`src/rtl/trap_pipe_ctrl.sv`:
```
// Pipeline/trap controller: arbitrates branch/jump/fence redirects, WB-stage
// exceptions, mret and prioritised interrupts. Runs a multi-cycle flush window
// before the trap redirect and generates per-stage stall/bubble vectors.
module trap_pipe_ctrl #(
  parameter int XLEN         = 32,
  parameter int STAGES       = 5,
  parameter int NIRQ         = 3,
  parameter int FLUSH_CYCLES = 1
) (
  input  logic              clk,
  input  logic              reset,
  input  logic              branch_taken,
  input  logic              jump_taken,
  input  logic [XLEN-1:0]   branch_target,
  input  logic [XLEN-1:0]   jump_target,
  input  logic              fence,
  input  logic [XLEN-1:0]   pc_if,
  input  logic [XLEN-1:0]   pc_wb,
  input  logic              exc_valid_wb,
  input  logic [4:0]        exc_code_wb,
  input  logic              mret_wb,
  input  logic [NIRQ-1:0]   irq_pending,
  input  logic [NIRQ*5-1:0] irq_cause,
  input  logic              irq_global_en,
  input  logic [XLEN-1:0]   mtvec,
  input  logic [XLEN-1:0]   mepc,
  input  logic [STAGES-1:0] stall_req,
  output logic              set_pc_valid,
  output logic [XLEN-1:0]   set_pc,
  output logic [STAGES-1:0] flush,
  output logic [STAGES-1:0] stall,
  output logic              mcause_update,
  output logic [XLEN-1:0]   mcause,
  output logic              mepc_update,
  output logic [XLEN-1:0]   mepc_wdata,
  output logic [NIRQ-1:0]   irq_ack,
  output logic              busy
);

  localparam int CW = $clog2(FLUSH_CYCLES + 1);
  localparam logic [CW-1:0] CNT_LAST = CW'(FLUSH_CYCLES - 1);

  typedef enum logic {IDLE, FLUSH} state_t;

  state_t          state, state_nxt;
  logic [CW-1:0]   cnt, cnt_nxt;
  logic [XLEN-1:0] target, target_nxt;

  logic [NIRQ-1:0]   irq_sel;
  logic [4:0]        irq_code;
  logic              irq_found;
  logic [STAGES-1:0] stall_vec;
  logic [STAGES-1:0] bubble_vec;
  logic              stall_hit;
  int unsigned       stall_k;
  logic [XLEN-1:0]   mtvec_base;

  // Interrupt priority encoder: the lowest pending index wins.
  always_comb begin
    irq_sel   = '0;
    irq_code  = '0;
    irq_found = 1'b0;
    for (int unsigned i = 0; i < NIRQ; i++) begin
      if (!irq_found && irq_pending[i]) begin
        irq_found  = 1'b1;
        irq_sel[i] = 1'b1;
        irq_code   = irq_cause[5*i +: 5];
      end
    end
  end

  // Stall spread below the highest requesting stage plus a bubble just above it.
  always_comb begin
    stall_hit  = 1'b0;
    stall_k    = 0;
    stall_vec  = '0;
    bubble_vec = '0;
    for (int unsigned i = 0; i < STAGES; i++) begin
      if (stall_req[i]) begin
        stall_hit = 1'b1;
        stall_k   = i;
      end
    end
    for (int unsigned i = 0; i < STAGES; i++) begin
      stall_vec[i]  = stall_hit && (i <= stall_k);
      bubble_vec[i] = stall_hit && (i == stall_k + 1);
    end
  end

  assign mtvec_base = {mtvec[XLEN-1:2], 2'b00};

  // Next-state and output decode; reset forces the documented idle values.
  always_comb begin
    logic              exc_ev, mret_ev, irq_ev, trap_ev;
    logic [STAGES-1:0] redir_flush;
    state_nxt     = state;
    cnt_nxt       = cnt;
    target_nxt    = target;
    set_pc_valid  = 1'b0;
    set_pc        = '0;
    flush         = '0;
    stall         = '0;
    mcause_update = 1'b0;
    mcause        = '0;
    mepc_update   = 1'b0;
    mepc_wdata    = '0;
    irq_ack       = '0;
    busy          = 1'b0;
    exc_ev        = 1'b0;
    mret_ev       = 1'b0;
    irq_ev        = 1'b0;
    trap_ev       = 1'b0;
    redir_flush   = '0;
    if (reset) begin
      flush = '1;
    end else if (state == FLUSH) begin
      flush = '1;
      busy  = 1'b1;
      if (cnt == CNT_LAST) begin
        set_pc_valid = 1'b1;
        set_pc       = target;
        state_nxt    = IDLE;
        cnt_nxt      = '0;
      end else begin
        cnt_nxt = cnt + CW'(1);
      end
    end else begin
      exc_ev  = exc_valid_wb;
      mret_ev = !exc_valid_wb && mret_wb;
      irq_ev  = !exc_valid_wb && !mret_wb && irq_global_en && irq_found;
      trap_ev = exc_ev || mret_ev || irq_ev;

      // Branch/jump flush of IF/ID stays even when a trap takes the redirect.
      if (branch_taken || jump_taken)
        redir_flush[1:0] = 2'b11;
      else if (fence && !trap_ev)
        redir_flush[0] = 1'b1;

      flush = redir_flush | bubble_vec;
      stall = stall_vec & ~redir_flush;

      if (trap_ev) begin
        state_nxt = FLUSH;
        cnt_nxt   = '0;
        if (exc_ev) begin
          mcause_update = 1'b1;
          mepc_update   = 1'b1;
          mepc_wdata    = pc_wb;
          mcause        = {{(XLEN-5){1'b0}}, exc_code_wb};
          target_nxt    = mtvec_base;
        end else if (mret_ev) begin
          target_nxt = mepc;
        end else begin
          mcause_update = 1'b1;
          mepc_update   = 1'b1;
          mepc_wdata    = pc_wb;
          mcause        = {1'b1, {(XLEN-6){1'b0}}, irq_code};
          irq_ack       = irq_sel;
          if (mtvec[1:0] == 2'b01)
            target_nxt = mtvec_base + {{(XLEN-7){1'b0}}, irq_code, 2'b00};
          else
            target_nxt = mtvec_base;
        end
      end else if (branch_taken) begin
        set_pc_valid = 1'b1;
        set_pc       = branch_target;
      end else if (jump_taken) begin
        set_pc_valid = 1'b1;
        set_pc       = jump_target;
      end else if (fence) begin
        set_pc_valid = 1'b1;
        set_pc       = pc_if;
      end
    end
  end

  // State, flush counter and latched trap target.
  always_ff @(posedge clk) begin
    if (reset) begin
      state  <= IDLE;
      cnt    <= '0;
      target <= '0;
    end else begin
      state  <= state_nxt;
      cnt    <= cnt_nxt;
      target <= target_nxt;
    end
  end

endmodule

```
`config.mk`:
```
export PLATFORM = sky130hd
export DESIGN_NAME = trap_pipe_ctrl
export DESIGN_NICKNAME = d
export VERILOG_FILES = /design/src/rtl/trap_pipe_ctrl.sv
export SDC_FILE = /design/constraint.sdc
export NUM_CORES = 1
export LEC_CHECK = 0
export BUFFER_PORTS_ARGS = -buffer_cell sky130_fd_sc_hd__buf_2
export CAP_MARGIN = 20
export CORE_AREA = 10 10 125 127
export DETAILED_ROUTE_END_ITERATION = 12
export DIE_AREA = 0 0 135 137
export GPL_TIMING_DRIVEN = 0
export MAX_ROUTING_LAYER = met4
export PLACE_DENSITY = 0.7
export SLEW_MARGIN = 5
export SYNTH_ARGS = -nofsm -noshare
export SYNTH_HDL_FRONTEND = slang
export SYNTH_SLANG_ARGS = --single-unit
```
`constraint.sdc`:
```
create_clock -name clk -period 4.03 [get_ports clk]
set_input_delay 0.403 -clock clk [delete_from_list [all_inputs] [get_ports clk]]
set_output_delay 0.403 -clock clk [all_outputs]
set_load 0.03 [all_outputs]
```
Word level (Yosys, flattened, before mapping)

Index checks and enable logic that the tools add are counted.

Flip-flop bits (word level): 34

Eq/ne operators: 5
Muxes and demuxes: 73
Order comparisons: 5
Add/sub/neg operators: 3
Bitwise operators: 4
Reductions and logical operators: 28

Operators by type and width:

| cell                                                | count |
|---|---|
| 2-to-1 mux 32 bit                                   | 23 |
| equality test 2 x 32 -> 1 bit, first input constant | 2 |
| <= comparator 1 x 32 -> 1 bit, first input constant | 2 |
| <= comparator 2 x 32 -> 1 bit, first input constant | 2 |
| 2-to-1 mux 1 bit                                    | 38 |
| 2-to-1 mux 5 bit                                    | 7 |
| adder 32 x 1 -> 32 bit, second input constant       | 1 |
| adder 32 x 7 -> 32 bit                              | 1 |
| equality test 1 x 32 -> 1 bit, first input constant | 1 |
| equality test 3 x 32 -> 1 bit, first input constant | 1 |
| <= comparator 3 x 32 -> 1 bit, first input constant | 1 |
| zero test 32 bit                                    | 1 |
| logical AND 1 bit                                   | 17 |
| 2-to-1 mux 3 bit                                    | 5 |
| AND 5 bit                                           | 1 |
| zero test 1 bit                                     | 5 |
| NOT 2 -> 5 bit                                      | 1 |
| OR 2 x 5 -> 5 bit                                   | 1 |
| logical OR 1 bit                                    | 3 |
| equality test 2 x 1 -> 1 bit, second input constant | 1 |
| AND reduction 2 bit                                 | 1 |
| nonzero test 2 bit                                  | 1 |
| adder 1 bit, second input constant                  | 1 |
| NOT 1 bit                                           | 1 |

Depth between registers and ports, before layout

Depth after elaboration: 19
Gate-level depth with buffers: 13

Worst setup path before layout

Ideal clock, no wire load.

Path type: in2reg
Start: in irq_pending[1]
End: reg target[30]
Arrival: 2,971 ps
Stages: 13
Setup time: 91 ps
Slack: 968 ps
Buffers on the path: 2
Required time: 3,939 ps
Cells stage by stage: clkbuf_1 > nor2b_1 > a22oi_1 > o21ai_0 > ha_1 > inv_1 > fa_1 > nor2b_1 > o31a_1 > buf_6 > o21ai_2 > or4b_1 > a311oi_1

Word-level cells in the longest chain between the ends: 9
Elaborated cells on any way between the ends: 14
Those cells by class: add/sub: 1; mux: 7; reduce/logical: 6

Ends and longest elaborated chain:

| element                | line | text |
|---|---|---|
| from (decl)            | 22   | `input logic [NIRQ-1:0] irq_pending,` |
| logical AND 1 bit (*)  | 64   | `if (!irq_found && irq_pending[i]) begin` |
| 2-to-1 mux 1 bit       | 64   |  |
| zero test 1 bit        | 64   |  |
| logical AND 1 bit      | 64   |  |
| 2-to-1 mux 5 bit       | 64   |  |
| adder 32 x 7 -> 32 bit | 160  | `target_nxt = mtvec_base + {{(XLEN-7){1'b0}}, irq_code, 2'b00};` |
| 2-to-1 mux 32 bit      | 159  | `if (mtvec[1:0] == 2'b01)` |
| 2-to-1 mux 32 bit      | 151  | `end else if (mret_ev) begin` |
| 2-to-1 mux 32 bit      | 145  | `if (exc_ev) begin` |
| to (signal assigned)   | 186  | `target <= target_nxt;` |
| to (decl)              | 47   | `logic [XLEN-1:0] target, target_nxt;` |

Mark *: on every way between the ends. The rest lies on a longest branch, timed or not.
A chain may end at the register's enable or synchronous reset.

Worst setup path in the final report

Start: in irq_pending[1]
End: reg target[15]

Same word-level chain as after synthesis.

==> results.ini <==
[cts]
cts_buffers=5
cts-resized-gates=0
cts_tree=done
h-tree-depth=2
numClockSinks=33
clock_latency_ps=290
root_buffer=clkbuf_16
post-cts-setup-buffer-count=0
cts_hold_buf=0
cts.path.max_buffers=2
clk_pin_slew_ps=50

[setup_path]
crit_required_ps=4220
reg2reg_from=state
criticalPathCategory=input pin to flop
worstPathArrival_ps=3580
startpoint=irq_pending[1]
ff2ff_path_depth=7
crit_path_end_kind=flop
path_max_fanout=10
cp-start-kind=input pin

[routing]
highest_layer=met4
met3_length_um=3160
drc=0
first_iter_violations=684
via_per_inst=5.64
wl_met2_um=12600
wl_per_cell_um=22.7
drt-met1-wl_um=9870
drtAntennaViolNets=0
wl_um=26300
vias=6529
drtPass1Iterations=5

[timing]
rsz0062_at_grt=false
worstMarginPinSlew_ps=933
maxSlewHeadroom=0.362
report.final.slew_viol_count=0
fin_crit_sh=0.841
fmax_mhz=295
fin_hold_ws_ps=378
hold_viol=0
setup_viol=0
fin_tns_setup_ps=0
fin_skew_ps=6.52
min_period_ps=3390

[power]
peakVddDrop_uv=126
p_total_uw=1500
p_leak_uw=0.00324
powerDensity_nw_per_um2=233

[global_route]
antenna_found_initial=5
grt_max_degree=11
grt-ovfl-total=0
grt_pass1_wl_um=37900
grt_pass1_vias=6482
grt_use_total=0.271

[logic_synthesis]
synth_area_per_cell_um2=6.97
ys.flop_type=dfxtp_1
async_reset_ff_frac=0
synth.distinct_cells=70
synth_top_cells_by_area=dfxtp_1 (15%), a22oi_1 (8.0%), o21ai_0 (7.0%)
synthAdderAreaFrac=0.0187
yosysTopAreaCellShare=0.150
synth_edf_count=0
synth_xor_xnor_area_share=0.0119
synth_seq_cells=33
synthMostInstantiatedCell=nand2_1
synth_area_leader_cell=dfxtp_1
synth_top_family_by_area=compound AO/OA/AOI/OAI gates
synth_warnings=0
syn_inst=634
yosysSeqAreaShare=0.150
synth-simple-area-share=0.248
synthMuxAreaShare=0.0212
ys_top_cells_by_count=nand2_1 (63), o21ai_0 (62), a22oi_1 (47)
netlist_area_um2=4420
synth_compound_area_frac=0.421

[min_path]
whs_path_depth=3
min_from=mepc[0]
hold_path.class=input pin to flop

[flow_run]
cap_viol_max_count=0

[placement]
gp_congestion=1.00
dp_hpwl_um=21600
io_buffers=311

[die]
start_util=0.338
fp-row-count=42
die_width_um=135
die_y_um=137
io_pins=341
floorplan.die_area_um2=18500
core_area_um2=13100

[final_layout]
drive_above_1_share=0.382
final_core_util=0.491
area_growth_pct=45.6
finalNetCount=1211

[status]
status=complete, no violations

-- metal layers --
layer	track usage	up-vias
li1	-	3088
met1	0.302	2955
met2	0.462	433
met3	0.0759	53
met4	0.0855	0
met5	-	-
-- cells in the final DEF (no fill, tap or decap), types with 6 or more instances in the layout --
master     count
dfxtp_1       33
inv_1         15
nor3_1         7
a221oi_1      15
buf_2        317
o22ai_1       11
o21ai_0       62
nand3_1       12
buf_4         28
a31oi_1       10
o2111ai_1      6
nor2b_1        9
a22o_1        32
o31ai_1        6
clkbuf_1      44
and3_1        38
mux2i_1        6
nor2_1        43
nand2_1       63
o211ai_1      11
conb_1        26
a21oi_1       26
a22oi_1       47
-- final cells by class --
type	count	area [µm²]
inverters	17	63.8
well taps	176	220
plain buffers	87	504
repair buffers	311	1560
multi-input cells	522	3280
clock inverters	1	5.00
diodes	5	12.5
fillers	1423	6650
flip-flops and latches	33	661
clock buffers	5	125
-- power by group --
part / leakage (µW) / internal (µW) / total (µW) / switching, µW
clock: 0.0000656 / 221 / 370 / 149
sequential: 0.000274 / 362 / 397 / 34.7
combinational: 0.00290 / 273 / 731 / 458
-- registers in the layout (all words and copies together) (netlist names) --
register and flops:
target 32, state 1
-- critical path: stages --
cell,delay [ps]
clkbuf_1,190
nor2b_1,420
a22oi_1,120
o21ai_0,410
ha_1,320
a21o_1,200
and4_1,210
clkbuf_1,190
o21ai_1,230
clkbuf_1,430
o211ai_1,180
a311oi_1,270
-- cell families (layout without fill, tap and decap cells) --
family	Yosys count	in the layout
AO/OA/AOI/OAI	266	266
XOR/XNOR	6	6
adder cells (fa/ha/maj)	6	6
buffers and inverters	104	421
flip-flops	33	33
multiplexers	9	9
other	1	31
AND/OR/NAND/NOR	209	209
-- worst paths after layout --
kind	endpoint	slack [ps]
worst min-delay path	target[0]	380
worst max register to register	target[18]	1750
worst max-delay path	target[15]	640
worst min register to register	target[0]	450
-- metrics by stage --
step	worst slack, ps	instances	instance area [µm²]
detailed placement	453	1146	6290
finish	643	1157	6430
floorplan	968	659	4510
global route	391	1156	6430
CTS	701	1152	6420
global placement	530	1146	6290
(Power assumes the default switching activity.)
